===== src/rtl/alu_pkg.sv =====
// alu_pkg: shared constants and types for the ALU issue/capture controller.
//   WIDTH            datapath width in bits
//   CNT_W            shift/rotate count width
//   alu_op_t         5-bit opcode encoding (values above OpLt are illegal)
//   alu_ctrl_state_t controller FSM states
//   is_shift()       true for SHR/SHL/ROR/ROL
//   is_legal()       true for defined opcodes
package alu_pkg;

  localparam int unsigned WIDTH = 20;
  localparam int unsigned CNT_W = 5;

  typedef enum logic [4:0] {
    OpNot = 5'd0,
    OpAnd = 5'd1,
    OpOr  = 5'd2,
    OpXor = 5'd3,
    OpShr = 5'd4,
    OpShl = 5'd5,
    OpRor = 5'd6,
    OpRol = 5'd7,
    OpInc = 5'd8,
    OpDec = 5'd9,
    OpAdd = 5'd10,
    OpAdc = 5'd11,
    OpSub = 5'd12,
    OpSbb = 5'd13,
    OpEq  = 5'd14,
    OpGt  = 5'd15,
    OpLt  = 5'd16
  } alu_op_t;

  typedef enum logic [1:0] {
    StIdle,
    StExec,
    StDone
  } alu_ctrl_state_t;

  function automatic logic is_shift(alu_op_t op);
    return op inside {OpShr, OpShl, OpRor, OpRol};
  endfunction

  function automatic logic is_legal(alu_op_t op);
    return op <= OpLt;
  endfunction

endpackage


===== src/rtl/alu_step.sv =====
// alu_step: combinational single-step ALU datapath.
// Shift/rotate opcodes move exactly one bit; multi-bit counts are iterated by the caller.
// Ports:
//   op_i      opcode
//   a_i, b_i  operands (a_i is the caller's working register for shifts)
//   carry_i   current carry flag (used by ADC/SBB, passed through for illegal ops)
//   result_o  result word
//   carry_o   carry/borrow out
//   zero_o    result == 0
//   sign_o    result MSB, or MSB of a-b for compares
module alu_step
  import alu_pkg::*;
(
  input  alu_op_t          op_i,
  input  logic [WIDTH-1:0] a_i,
  input  logic [WIDTH-1:0] b_i,
  input  logic             carry_i,
  output logic [WIDTH-1:0] result_o,
  output logic             carry_o,
  output logic             zero_o,
  output logic             sign_o
);

  logic [WIDTH:0] sum_ext;
  logic [WIDTH:0] diff_ext;
  logic           cmp_op;

  always_comb begin
    // Extra top bit captures carry out / unsigned borrow.
    sum_ext  = {1'b0, a_i} + {1'b0, b_i} + {{WIDTH{1'b0}}, (op_i == OpAdc) & carry_i};
    diff_ext = {1'b0, a_i} - {1'b0, b_i} - {{WIDTH{1'b0}}, (op_i == OpSbb) & carry_i};
    result_o = '0;
    carry_o  = carry_i;
    cmp_op   = 1'b0;
    unique case (op_i)
      OpNot: begin result_o = ~a_i;        carry_o = 1'b0; end
      OpAnd: begin result_o = a_i & b_i;   carry_o = 1'b0; end
      OpOr:  begin result_o = a_i | b_i;   carry_o = 1'b0; end
      OpXor: begin result_o = a_i ^ b_i;   carry_o = 1'b0; end
      OpShr: begin result_o = {1'b0, a_i[WIDTH-1:1]};      carry_o = a_i[0];       end
      OpShl: begin result_o = {a_i[WIDTH-2:0], 1'b0};      carry_o = a_i[WIDTH-1]; end
      OpRor: begin result_o = {a_i[0], a_i[WIDTH-1:1]};    carry_o = a_i[0];       end
      OpRol: begin result_o = {a_i[WIDTH-2:0], a_i[WIDTH-1]}; carry_o = a_i[WIDTH-1]; end
      OpInc: begin result_o = a_i + WIDTH'(1); carry_o = &a_i;         end
      OpDec: begin result_o = a_i - WIDTH'(1); carry_o = (a_i == '0);  end
      OpAdd, OpAdc: begin
        result_o = sum_ext[WIDTH-1:0];
        carry_o  = sum_ext[WIDTH];
      end
      OpSub, OpSbb: begin
        result_o = diff_ext[WIDTH-1:0];
        carry_o  = diff_ext[WIDTH];
      end
      OpEq: begin result_o = WIDTH'(a_i == b_i); carry_o = diff_ext[WIDTH]; cmp_op = 1'b1; end
      OpGt: begin result_o = WIDTH'(a_i > b_i);  carry_o = diff_ext[WIDTH]; cmp_op = 1'b1; end
      OpLt: begin result_o = WIDTH'(a_i < b_i);  carry_o = diff_ext[WIDTH]; cmp_op = 1'b1; end
      default: begin
        result_o = '0;
        carry_o  = carry_i;
      end
    endcase
    zero_o = (result_o == '0);
    sign_o = cmp_op ? diff_ext[WIDTH-1] : result_o[WIDTH-1];
  end

endmodule


===== src/rtl/alu_ctrl.sv =====
// alu_ctrl: issue/capture controller in front of the single-step ALU datapath.
// Accepts one request (valid/ready), executes it, holds the result until the consumer
// takes it (valid/ready), and owns the persistent carry/zero/sign flag register.
// Optional feature macro: ALU_CTRL_MULTISHIFT_EN
//   defined   - shifts/rotates iterate req_cnt_i single-bit steps (count 0 passes a through)
//   undefined - req_cnt_i ignored, every shift/rotate is one bit in one EXEC cycle
// Ports:
//   clk_i, rst_i                  clock, asynchronous active-high reset
//   req_valid_i/req_ready_o       request handshake
//   req_op_i, req_a_i, req_b_i    opcode and operands
//   req_cnt_i                     shift/rotate count
//   rsp_valid_o/rsp_ready_i       response handshake
//   rsp_result_o                  result word
//   flag_c_o, flag_z_o, flag_s_o  flag register
module alu_ctrl
  import alu_pkg::*;
(
  input  logic             clk_i,
  input  logic             rst_i,
  input  logic             req_valid_i,
  output logic             req_ready_o,
  input  logic [4:0]       req_op_i,
  input  logic [WIDTH-1:0] req_a_i,
  input  logic [WIDTH-1:0] req_b_i,
  input  logic [CNT_W-1:0] req_cnt_i,
  output logic             rsp_valid_o,
  input  logic             rsp_ready_i,
  output logic [WIDTH-1:0] rsp_result_o,
  output logic             flag_c_o,
  output logic             flag_z_o,
  output logic             flag_s_o
);

  alu_ctrl_state_t  state_q, state_d;
  alu_op_t          op_q, op_d;
  logic [WIDTH-1:0] a_q, a_d;
  logic [WIDTH-1:0] b_q, b_d;
  logic [WIDTH-1:0] result_q, result_d;
  logic             flag_c_q, flag_c_d;
  logic             flag_z_q, flag_z_d;
  logic             flag_s_q, flag_s_d;

  logic             shift_op;
  logic             exec_last;
  logic [WIDTH-1:0] step_result;
  logic             step_carry;
  logic             step_zero;
  logic             step_sign;

  assign shift_op = is_shift(op_q);

`ifdef ALU_CTRL_MULTISHIFT_EN
  logic [CNT_W-1:0] cnt_q, cnt_d;
  logic             cnt_zero;

  assign cnt_zero  = (cnt_q == '0);
  // Counts 0 and 1 both finish after a single EXEC cycle.
  assign exec_last = !shift_op || (cnt_q <= CNT_W'(1));
`else
  logic unused_cnt;

  assign unused_cnt = ^req_cnt_i;
  assign exec_last  = 1'b1;
`endif

  alu_step u_alu_step (
    .op_i     (op_q),
    .a_i      (a_q),
    .b_i      (b_q),
    .carry_i  (flag_c_q),
    .result_o (step_result),
    .carry_o  (step_carry),
    .zero_o   (step_zero),
    .sign_o   (step_sign)
  );

  // State register.
  always_ff @(posedge clk_i or posedge rst_i) begin
    if (rst_i) begin
      state_q <= StIdle;
    end else begin
      state_q <= state_d;
    end
  end

  // Next-state logic.
  always_comb begin
    state_d = state_q;
    unique case (state_q)
      StIdle:  if (req_valid_i) state_d = StExec;
      StExec:  if (exec_last)   state_d = StDone;
      StDone:  if (rsp_ready_i) state_d = StIdle;
      default: state_d = StIdle;
    endcase
  end

  // Outputs.
  always_comb begin
    req_ready_o  = (state_q == StIdle);
    rsp_valid_o  = (state_q == StDone);
    rsp_result_o = result_q;
    flag_c_o     = flag_c_q;
    flag_z_o     = flag_z_q;
    flag_s_o     = flag_s_q;
  end

  // Operand, working, result and flag next-state.
  always_comb begin
    op_d     = op_q;
    a_d      = a_q;
    b_d      = b_q;
    result_d = result_q;
    flag_c_d = flag_c_q;
    flag_z_d = flag_z_q;
    flag_s_d = flag_s_q;
`ifdef ALU_CTRL_MULTISHIFT_EN
    cnt_d    = cnt_q;
`endif
    if (state_q == StIdle && req_valid_i) begin
      op_d = alu_op_t'(req_op_i);
      a_d  = req_a_i;
      b_d  = req_b_i;
`ifdef ALU_CTRL_MULTISHIFT_EN
      cnt_d = req_cnt_i;
`endif
    end else if (state_q == StExec) begin
`ifdef ALU_CTRL_MULTISHIFT_EN
      if (shift_op && !cnt_zero) begin
        a_d   = step_result;
        cnt_d = cnt_q - CNT_W'(1);
      end
`endif
      if (exec_last) begin
        if (!is_legal(op_q)) begin
          result_d = '0;
`ifdef ALU_CTRL_MULTISHIFT_EN
        end else if (shift_op && cnt_zero) begin
          // Zero count passes a through with carry untouched.
          result_d = a_q;
          flag_z_d = (a_q == '0);
          flag_s_d = a_q[WIDTH-1];
`endif
        end else begin
          result_d = step_result;
          flag_c_d = step_carry;
          flag_z_d = step_zero;
          flag_s_d = step_sign;
        end
      end
    end
  end

  always_ff @(posedge clk_i or posedge rst_i) begin
    if (rst_i) begin
      op_q     <= OpNot;
      a_q      <= '0;
      b_q      <= '0;
      result_q <= '0;
      flag_c_q <= 1'b0;
      flag_z_q <= 1'b0;
      flag_s_q <= 1'b0;
`ifdef ALU_CTRL_MULTISHIFT_EN
      cnt_q    <= '0;
`endif
    end else begin
      op_q     <= op_d;
      a_q      <= a_d;
      b_q      <= b_d;
      result_q <= result_d;
      flag_c_q <= flag_c_d;
      flag_z_q <= flag_z_d;
      flag_s_q <= flag_s_d;
`ifdef ALU_CTRL_MULTISHIFT_EN
      cnt_q    <= cnt_d;
`endif
    end
  end

endmodule


===== config.mk =====
export PLATFORM = sky130hd
export DESIGN_NAME = alu_ctrl
export DESIGN_NICKNAME = d
export VERILOG_FILES = /design/src/rtl/alu_pkg.sv /design/src/rtl/alu_step.sv /design/src/rtl/alu_ctrl.sv
export SDC_FILE = /design/constraint.sdc
export NUM_CORES = 1
export LEC_CHECK = 0
export CAP_MARGIN = 20
export CORE_MARGIN = 4
export CORE_UTILIZATION = 35
export DETAILED_ROUTE_END_ITERATION = 16
export PLACE_DENSITY = 0.52
export SLEW_MARGIN = 25
export SYNTH_ARGS = -nofsm -noshare
export SYNTH_HDL_FRONTEND = slang
export SYNTH_SLANG_ARGS = --single-unit

===== constraint.sdc =====
create_clock -name clk_i -period 9.1 [get_ports clk_i]
set_input_delay 0.91 -clock clk_i [delete_from_list [all_inputs] [get_ports clk_i]]
set_output_delay 0.91 -clock clk_i [all_outputs]
set_load 0.03 [all_outputs]

# [Word-level counts from Yosys, hierarchy flattened]
# Index checks and enable logic that the tools add are counted.
[totals] reg_bits=70 inputBits=54 output_inout_bits=25
[classes] addsub=6 order_cmp=3 eq_ne=21 muxes=8 bitwise_logic=7 n_reduce_logical=18
[ops] operator="$pmux W20 S15" n=1
[ops] operator="$eq A5 B4 Y1 const B" n=8
[ops] operator="$logic_not A20 Y1" n=2
[ops] operator="$add A20 B20 Y21" n=1
[ops] operator="$add A21 B1 Y21" n=1
[ops] operator="$sub A20 B20 Y21" n=1
[ops] operator="$sub A21 B1 Y21" n=1
[ops] operator="$add A20 B1 Y20 const B" n=1
[ops] operator="$and A20 B20 Y20" n=1
[ops] operator="$eq A20 B20 Y1" n=1
[ops] operator="$eq A5 B3 Y1 const B" n=4
[ops] operator="$gt A20 B20 Y1" n=1
[ops] operator="$lt A20 B20 Y1" n=1
[ops] operator="$mux W20" n=1
[ops] operator="$not A20 Y20" n=1
[ops] operator="$or A20 B20 Y20" n=1
[ops] operator="$reduce_and A20 Y1" n=1
[ops] operator="$sub A20 B1 Y20 const B" n=1
[ops] operator="$xor A20 B20 Y20" n=1
[ops] operator="$eq A5 B2 Y1 const B" n=2
[ops] operator="$reduce_or A2 Y1" n=4
[ops] operator="$pmux W1 S7" n=1
[ops] operator="$reduce_bool A7 Y1" n=1
[ops] operator="$pmux W2 S3" n=1
[ops] operator="20 further kinds" n=24

# [Depth between registers and ports, before layout]
# Gate-level depths: netlist (run 1).
[logic_depth] word_depth=5 mapped_depth=20

# [By module]
# A second synthesis (run 1) with hierarchy kept.
[unflattened] cells_unflattened=1044 area_unflattened_um2=8476.9
[modules_own_cells] mod="alu_step" instances=1 cells_each=846 area_each_um2=5779.3 seq_area_each_um2=0.0
[modules_own_cells] mod="alu_ctrl" instances=1 cells_each=198 area_each_um2=2697.6 seq_area_each_um2=1751.7

# [Least setup slack after synthesis (run 1)]
# OpenSTA, ideal clock, no wires.
[synth_path] path_type="register -> register" from="register op_q[1]" to="register flag_z_q (netlist: flag_z_o)" setup_ns=0.092 arrival_ns=4.696 t_required_ns=9.008 path_slack_ns=4.313 path_stages_with_launch=21 n_path_buf=3 synth_period_minus_slack_ns=4.787 cell_sequence="dfrtp_1 > clkbuf_1 > nor4bb_1 > clkbuf_1 > clkbuf_1 > nand3_1 > fa_1 > inv_1 > ha_1 > or2_2 > fa_1 > o211ai_1 > a21oi_1 > or3_1 > xnor2_1 > o21ai_0 > a2111oi_0 > nand2_1 > nor4_1 > nand4_1 > o31ai_2"
[synth_via] elab_chain_cells=5 word_cells_on_any_way=27 classes_between="2 x add/sub; 1 x order compare; 16 x eq/ne; 1 x mux; 2 x bitwise; 5 x reduce/logical"
[synth_lines] item="start: declaration" line="alu_ctrl.sv:35" rtl="alu_op_t op_q, op_d;"
[synth_lines] item="start signal: assignment" line="alu_ctrl.sv:155" rtl="op_q <= OpNot;"
[synth_lines] item="start signal: assignment" line="alu_ctrl.sv:166" rtl="op_q <= op_d;"
[synth_lines] item="$eq A5 B4 Y1 (on tied branches)" line="alu_step.sv:31, alu_step.sv:35, alu_step.sv:30"
[synth_lines] item="$and A1 B1 Y1 (on tied branches)" line="alu_step.sv:31, alu_step.sv:30"
[synth_lines] item="$sub A21 B1 Y21 or $add A21 B1 Y21 (tied branches)" line="alu_step.sv:31, alu_step.sv:30"
[synth_lines] item="$pmux W20 S15" line="alu_step.sv:35" rtl="unique case (op_i)"
[synth_lines] item="$logic_not A20 Y1" line="alu_step.sv:62" rtl="zero_o = (result_o == '0);"
[synth_lines] item="end signal: assignment" line="alu_ctrl.sv:171" rtl="flag_z_q <= flag_z_d;"
[synth_lines] item="end: declaration" line="alu_ctrl.sv:40" rtl="logic flag_z_q, flag_z_d;"
# Parallel ways exist; a longest one is shown, timed or not.
# A chain may end at the register's enable or synchronous reset.

# [Final worst setup path (run 1)]
[layout_path] from="register op_q[2]" to="register flag_z_q (netlist: flag_z_o)"
# The elaborated chain is that of the path after synthesis.

==> out/metrics.csv, run 1 <==
stage,metric,value,unit
outcome,status,completed,
sta,RSZ-0062 raised after global routing,no,
clock_tree,H-tree levels,3,
finish,share of cells above drive strength 1,5.55,%
global_route,vias in the first global route,7464,
clock_tree,# hold bufs at CTS,0,
drt,met1 wire length,13.0,mm
sta,"Hold Vio Cnt, Final",0,
clock_tree,Worst-path clk slew,60,ps
floorplanning,standard-cell row count,55,
min_path,Hold Path Class,flop to flop,
logic_synthesis,syn avg cell area,7.74,µm²
logic_synthesis,Post-Synth Adder-Cell Area,18.9,%
logic_synthesis,sequential area share after synthesis,21.4,%
sta,min Tclk post-route,5430,ps
worst_setup_path,Reg-to-Reg End,flag_z_o,
global_route,first-pass GRT wire length,42.6,mm
drt,Top Metal Used,met4,
logic_synthesis,largest family of logic cells by synthesized area,compound AO/OA/AOI/OAI gates,
min_path,Worst Hold End,rsp_result_o[0],
drt,WL met3,1.86,mm
floorplanning,Top-Level Pins,79,
clock_tree,clock sink count,70,
sta,slew at the pin closest to its max-slew limit,1090,ps
worst_setup_path,Register-to-Register Path Depth,16,
drt,routed wl met2,11.7,mm
logic_synthesis,xor/xnor share of the synthesized area,3.96,%
logic_synthesis,Post-Synth Simple-Gate Area,19.8,%
clock_tree,clk buf depth,2,
logic_synthesis,#FFs+latches synth,70,
drt,DR vias,7984,
floorplanning,die area,0.0259,mm²
sta,setup TNS,0,ps
clock_tree,post-cts sizing count,0,
finish,Area Growth Syn to Fin,16.1,%
sta,Max-slew headroom,26.5,%
place,port bufs,73,
worst_setup_path,"critical path fanouts, max",21,
logic_synthesis,largest area contributor in the netlist,dfrtp_1,
logic_synthesis,synth top area cells,"dfrtp_1 (21%), ha_1 (18%), o21ai_0 (6.2%), nand2_1 (5.5%), a21oi_1 (5.0%)",
drt,Total Wirelength,27.3,mm
logic_synthesis,YS warnings,0,
worst_setup_path,Setup crit start kind,flop,
logic_synthesis,Async SR Flop Fraction,100,%
clock_tree,clock tree from TritonCTS,built,
flow_run,Max-Cap Viols,0,
sta,Final setup viols,0,
global_route,largest net degree at the start of global routing,89,
min_path,WHS Path Cells,2,
global_route,GRT Total Usage,20.7,%
logic_synthesis,Synth Instances,1058,
clock_tree,insertion delay to the later sink of the worst-skew pair,350,ps
global_route,total gr overflow,0,
sta,Setup Skew,7.78,ps
worst_setup_path,worst reg2reg path startpoint,op_q[2],
place,detailed placement HPWL,20.5,mm
worst_setup_path,critical path class,flop to flop,
sta,fin. max-slew vios,0,
logic_synthesis,Compound-Gate Fraction of Synth Area,25.6,%
logic_synthesis,syn_nets,1233,
worst_setup_path,nature of the critical path endpoint,flop,
logic_synthesis,Synth Flop Type,dfrtp_1,
min_path,Hold Startpoint,rsp_result_o[0],
logic_synthesis,Yosys top cell area share,21.4,%
drt,"antenna viol nets, final",0,
sta,max frequency,184,MHz
drt,via/cell ratio,5.65,
worst_setup_path,Crit path arrival time,5700,ps
sta,post-route clock period utilization,59.7,%
floorplanning,Initial Utilization,35.8,%
drt,wire per inst,19.3,µm
drt,drt first pass iters,6,
floorplanning,Core Area,0.0228,mm²
floorplanning,die height,161,µm
worst_setup_path,Critical Path RT,9360,ps
logic_synthesis,post-synthesis mux area share,3.06,%
drt,DRC,0,
finish,Ant. Diodes,0,
logic_synthesis,number of enable flip-flop cells after synthesis,0,
place,gp weighted congestion,0.910,
clock_tree,"Setup Fix Bufs, Post-CTS",0,
global_route,initial antenna violation count,0,
logic_synthesis,Mapped Area,0.00819,mm²
logic_synthesis,Cell variety after synth,75,
floorplanning,die width,161,µm
worst_setup_path,R2R Setup Slk,3670,ps
finish,Nets,1270,
clock_tree,root buffer cell,clkbuf_16,
clock_tree,Num CTS Buffers,9,
drt,drt initial violations,746,
worst max-delay path, cell delays in order (launching register included):
cell,delay (ps)
dfrtp_1,820
nor4bb_2,440
nand3_1,150
fa_1,540
inv_1,50
ha_1,180
or2_2,290
fa_1,450
o211ai_1,280
a21oi_1,110
or3_1,400
a211o_1,300
a211oi_1,470
nand4_1,160
nor4_1,330
nand4_1,150
o31ai_2,220
cells in the mapped netlist, types with 7 or more instances:
| master | count |
|---|---|
| nor4_1 | 23 |
| a221o_1 | 7 |
| nor2_1 | 64 |
| mux2i_1 | 16 |
| or3_1 | 8 |
| a21oi_1 | 81 |
| a211oi_1 | 16 |
| a31oi_1 | 9 |
| buf_2 | 9 |
| nand4_1 | 19 |
| nand2b_1 | 13 |
| o211ai_1 | 19 |
| nand3_1 | 27 |
| nand2_1 | 121 |
| clkbuf_1 | 47 |
| o21ai_0 | 101 |
| inv_1 | 83 |
| xor2_1 | 16 |
| xnor2_1 | 21 |
| ha_1 | 116 |
| nor2b_1 | 7 |
| o22ai_1 | 11 |
| nor3_1 | 19 |
| dfrtp_1 | 70 |
| mux2_2 | 8 |
stage by stage:
stage	hold slack, ps	setup WS [ps]	std cells	cell area [µm²]	util (%)
after CTS	486	3670	1412	9500	41.6
after floorplan	549	4310	1058	8190	-
final	475	3670	1412	9510	41.6
after global routing	496	3340	1412	9510	41.6
after global placement	465	3690	1397	9190	40.2
after detailed placement	473	3720	1397	9190	40.2
kinds of logic after synthesis:
| logic type | Yosys count |
|---|---|
| adders and majority gates | 121 |
| xor gates and xnor gates | 37 |
| buffers and inverters | 146 |
| muxes | 24 |
| AOI/OAI and AO/OA | 325 |
| DFF | 70 |
| and+or+nand+nor | 335 |
layout by cell type (no fill, tap or decap), drive strengths merged, types with 9 or more instances in the layout:
cell type / synthesis / routed
o21ai: 106 / 106
nand2: 121 / 121
nor2: 64 / 64
o22ai: 11 / 11
buf: 16 / 16
mux2i: 16 / 16
dfrtp: 70 / 70
o211ai: 19 / 19
a21oi: 82 / 82
nand4: 19 / 19
xor2: 16 / 16
a31oi: 9 / 9
inv: 83 / 83
nand3: 27 / 27
a211oi: 16 / 16
ha: 116 / 116
nor3: 19 / 19
xnor2: 21 / 21
nor4: 23 / 23
nand2b: 13 / 13
clkbuf: 47 / 9
clkdlybuf4s50: 0 / 73
registers in the layout, indices dropped and copies added (netlist names):
register / count
a_q: 20
b_q: 20
rsp_result_o: 20
op_q: 5
state_q: 2
flag_c_o: 1
flag_s_o: 1
flag_z_o: 1
cell type report:
| cell class | instances | area (µm²) |
|---|---|---|
| inverters | 83 | 312 |
| flip-flops and latches | 70 | 1750 |
| repair buffers | 89 | 855 |
| clock inverters | 6 | 87.6 |
| multi-input cells | 842 | 5880 |
| well taps | 313 | 392 |
| fillers | 2389 | 13300 |
| clock buffers | 9 | 225 |
worst max path at each step:
stage                       start       end  slack [ps]  cells past startpoint
after global routing      op_q[2]  flag_z_o        3340                     16
after detailed placement  op_q[2]  flag_z_o        3720                     16
after CTS                 op_q[2]  flag_z_o        3670                     16
after floorplan           op_q[1]  flag_z_o        4310                     20
final                     op_q[2]  flag_z_o        3670                     16
after global placement    op_q[2]  flag_z_o        3690                     16
routing by layer:
| metal | vias to the layer above | GRT usage, % |
|---|---|---|
| met4 | 0 | 6.17 |
| met5 | - | 0 |
| met1 | 3760 | 30.2 |
| met2 | 281 | 31.7 |
| li1 | 3902 | - |
| met3 | 41 | 3.16 |
Power of run 1 is not shown: default switching activity piles up to over one toggle a cycle in this logic, so the estimate is an artifact.
==> run 2, diff against run 1 <==
clock period = 5.5 ns   (was 9.1 ns; I/O delays follow)
==> out/metrics.csv, run 2 (synthesis results as in run 1) <==
stage,metric,value,unit
floorplanning,Top-Level Pins,79,
drt,wire per inst,19.4,µm
finish,area of the multi-input gates,0.00588,mm²
floorplanning,standard-cell row count,55,
global_route,total gr overflow,0,
drt,Total Wirelength,27.8,mm
sta,setup TNS,0,ps
clock_tree,clk buf depth,2,
clock_tree,clock tree from TritonCTS,built,
worst_setup_path,Reg-to-Reg End,flag_z_o,
finish,"most common cell after layout, fill and taps aside",nand2_1,
finish,final core occ,42.0,%
finish,Nets,1287,
clock_tree,# hold bufs at CTS,0,
worst_setup_path,critical path class,flop to flop,
drt,DRC,0,
place,port bufs,73,
worst_setup_path,Worst setup startpoint,op_q[4],
clock_tree,H-tree levels,3,
global_route,GRT Total Usage,21.0,%
min_path,WHS Path Cells,2,
sta,Final setup viols,0,
worst_setup_path,R2R Setup Slk,600,ps
sta,Max-slew headroom,30.2,%
flow_run,Max-Cap Viols,0,
drt,via/cell ratio,5.65,
worst_setup_path,Setup crit start kind,flop,
drt,drt first pass iters,6,
floorplanning,die height,161,µm
floorplanning,die area,0.0259,mm²
global_route,first-pass GRT wire length,43.6,mm
sta,min Tclk post-route,4900,ps
worst_setup_path,"critical path fanouts, max",3,
sta,slew at the pin closest to its max-slew limit,1030,ps
min_path,Worst Hold End,rsp_result_o[15],
place,post-place setup slack,652,ps
floorplanning,die width,161,µm
sta,RSZ-0062 raised after global routing,no,
clock_tree,Num CTS Buffers,9,
min_path,Hold Startpoint,rsp_result_o[15],
worst_setup_path,worst reg2reg path startpoint,op_q[4],
sta,post-route clock period utilization,89.2,%
finish,FILL cells,2358,
sta,max frequency,204,MHz
drt,drt initial violations,615,
sta,"Hold Vio Cnt, Final",0,
sta,worst setup margin,595,ps
finish,Ant. Diodes,0,
global_route,vias in the first global route,7687,
min_path,Hold Path Class,flop to flop,
place,gp weighted congestion,0.928,
clock_tree,insertion delay to the later sink of the worst-skew pair,350,ps
worst_setup_path,Critical Path RT,5750,ps
global_route,initial antenna violation count,1,
worst_setup_path,Crit path arrival time,5160,ps
finish,Area Growth Syn to Fin,17.3,%
finish,register area,0.00175,mm²
worst_setup_path,nature of the critical path endpoint,flop,
outcome,status,completed,
floorplanning,Core Area,0.0228,mm²
clock_tree,post-cts sizing count,0,
drt,"antenna viol nets, final",0,
clock_tree,"Setup Fix Bufs, Post-CTS",0,
worst_setup_path,Register-to-Register Path Depth,18,
clock_tree,clock sink count,70,
clock_tree,root buffer cell,clkbuf_16,
finish,"commonest cells after routing, fill and taps aside","nand2_1 (121), ha_1 (116), o21ai_0 (101), inv_1 (82), a21oi_1 (81)",
sta,Setup Skew,6.73,ps
clock_tree,Worst-path clk slew,60,ps
floorplanning,Initial Utilization,35.8,%
drt,DR vias,8079,
global_route,largest net degree at the start of global routing,71,
finish,share of cells above drive strength 1,6.80,%
place,detailed placement HPWL,21.1,mm
sta,fin. max-slew vios,0,
==> run 2: worst max-delay path by stage <==
stage,end,slack [ps],depth (start not counted)
floorplan,flag_z_o,710,20
CTS,flag_z_o,620,18
global placement,flag_z_o,780,18
finish,flag_z_o,600,18
detailed placement,flag_z_o,650,18
global route,flag_z_o,240,18
==> run 2: per-stage QoR <==
stage               hold WS [ps]  instances  instance area, µm²
global route                 499       1430                9610
detailed placement           471       1414                9320
CTS                          484       1430                9600
finish                       476       1430                9610
floorplan                    549       1058                8190
global placement             462       1414                9320
==> run 2: layout make-up <==
class / instances / share of cell area, %
Multi-Input combinational cell: 842 / 61.3
Sequential cell: 70 / 18.2
Timing Repair Buffer: 106 / 10.2
Tap cell: 313 / 4.08
Inverter: 83 / 3.24
Clock buffer: 12 / 2.46
Clock inverter: 4 / 0.495
==> run 2: layer usage <==
layer | share of wire, % | up-vias | global-route usage (%)
met2 | 44 | 282 | 32.7
li1 | - | 3942 | -
met5 | 0 | - | 0
met1 | 48 | 3821 | 30.8
met3 | 5.8 | 34 | 2.36
met4 | 2.3 | 0 | 6.09
==> run 2: worst max-delay path, cell delays in order, from the launching register on <==
cell	delay (ps)
dfrtp_1	390
nor4bb_2	340
nand3_1	180
fa_1	550
inv_1	60
ha_1	180
or2_2	290
fa_1	470
o211ai_1	260
a21oi_1	110
or3_1	390
xnor2_1	150
o21ai_0	80
a2111oi_0	430
buf_4	230
nand2_1	60
nor4_1	270
nand4_1	160
o31ai_2	230
Power of run 2 is left out for the same reason.
==> patch, RTL diff (config.mk and constraints of run 2) <==
Remove the case item `OpDec` of the case on `op_i`.
--- a/src/rtl/alu_step.sv
+++ b/src/rtl/alu_step.sv
@@ -44,3 +44,2 @@
       OpInc: begin result_o = a_i + WIDTH'(1); carry_o = &a_i;         end
-      OpDec: begin result_o = a_i - WIDTH'(1); carry_o = (a_i == '0);  end
       OpAdd, OpAdc: begin
Check against the original RTL: not equivalent (Yosys sat finds a counterexample within 4 cycles, from zero or initial values and one cycle with rst_i high).
==> patch against run 2 <==
  * Die area down 7.7%
  * Synthesized cell count down 13%
  * Largest cell class unchanged
  * Clock skew up 9.3 ps
  * Synthesized area down 8.1%
  * Critical path depth down 1
  * Sequential cell count unchanged
  * Design area down 8.5%
  * Routed wire length down 8.4%
  * Sequential share of layout area up 1.7 points
  * Worst setup slack better by 420 ps
Power is not shown: default switching activity piles up to over one toggle a cycle in this logic, so the estimate is an artifact.
==> patch: results (changes against run 2) <==
outcome=finished clean (unchanged); Max FO, Critical Path=4 (was 3); share of cells above drive strength 1=6.87% (was 6.80%); post-CTS setup buffer count=0 (unchanged); Critical Path Max Stage Delay=530 ps (was 550 ps); top cell family by delay on the critical path=compound AO/OA/AOI/OAI gates (was simple AND/OR/NAND/NOR gates); Gates resized, CTS repair=0 (unchanged); Area contributors post-synth=dfrtp_1, ha_1, o21ai_0, nand2_1, a21oi_1 (unchanged); Post-synth ARST share=100% (unchanged); number of global-route vias before repair=6864 (was 7687); sequential area share after synthesis=23.3% (was 21.4%); largest net degree at the start of global routing=46 (was 71); Vias/cell=5.71 (was 5.65); First-pass DRT Iterations=8 (was 6); Worst EP required=5760 ps (was 5750 ps); Routed WL=25400 µm (was 27800 µm); H-tree depth=3 (unchanged); number of antenna violations at the first check in global routing=0 (was 1); Synth top cells by count=ha_1, nand2_1, o21ai_0 (was nand2_1, ha_1, o21ai_0); CTS Buf Count=9 (unchanged); First DRT Iteration DRCs=647 (was 615); pre-CTS WS=1100 ps (was 652 ps); Final #Nets=1127 (was 1287); first-pass GRT wire length=40200 µm (was 43600 µm); Crit-path slowest cell=fa_1 (unchanged); # fillers=2186 (was 2358); I/O Buffers=73 (unchanged); Worst-Margin Slew=1080 ps (was 1030 ps); Synth Instances=925 (was 1058); clk_lat worst skew=350 ps (about the same); GP Congestion=0.901 (was 0.928); Synth Flop Type=dfrtp_1 (unchanged); hold crit path type=flip-flop to flip-flop (unchanged); Diodes inserted=0 (unchanged); clock skew=16.0 ps (was 6.73 ps); Vias=7137 (was 8079); dpl cell area=8460 µm² (was 9320 µm²); DP HPWL=19300 µm (was 21100 µm); Cells after DPL=1234 (was 1414); total track usage=21.2% (was 21.0%); number of distinct library cells after synthesis=87 (was 75); Ys Warns=0 (unchanged)
-- patch: cell count changes after synthesis, sizes merged, moves of 8 or more --
cell	change
buf	+10
nor4	-11
a221oi	+9
ha	-17
inv	-10
o21ai	-15
nand2	-28
clkbuf	-17
a22o	+12
xnor2	+8
a21oi	-25
nand3	-9
-- patch: cell families after synthesis --
group | count (synthesis) | share of synthesized area [%]
multiplexers | 18 | 2.46
AND/OR/NAND/NOR | 271 | 18.4
XOR/XNOR | 39 | 4.54
buffers and inverters | 129 | 7.47
flip-flops | 70 | 23.3
AO/OA/AOI/OAI | 295 | 26.3
adder cells (fa/ha/maj) | 103 | 17.5
-- patch: cell type report --
cell class | count | area (µm²) | share of cell area (%)
Tap cell | 275 | 344 | 3.92
Sequential cell | 70 | 1750 | 19.9
Inverter | 73 | 274 | 3.12
Clock buffer | 11 | 243 | 2.76
Clock inverter | 5 | 81.3 | 0.926
Timing Repair Buffer | 90 | 858 | 9.77
Multi-Input combinational cell | 726 | 5230 | 59.6
-- patch: final timing paths --
| kind | slack, ps | endpoint | start | cells past startpoint |
|---|---|---|---|---|
| min | 480 | rsp_result_o[16] | rsp_result_o[16] | 1 |
| max | 1010 | flag_z_o | op_q[2] | 17 |
| min reg2reg | 480 | rsp_result_o[16] | rsp_result_o[16] | 1 |
| max reg2reg | 1010 | flag_z_o | op_q[2] | 17 |
| max in group asynchronous | 3920 | a_q[14] | rst_i | 3 |
| min in group asynchronous | 570 | b_q[1] | rst_i | 2 |
-- patch: metal layers --
metal	vias up	global-route usage (%)	routed length, µm
li1	3448	-	-
met1	3387	30.3	11900
met2	263	33.0	11300
met3	39	3.44	1690
met4	0	6.01	549
met5	-	0	0
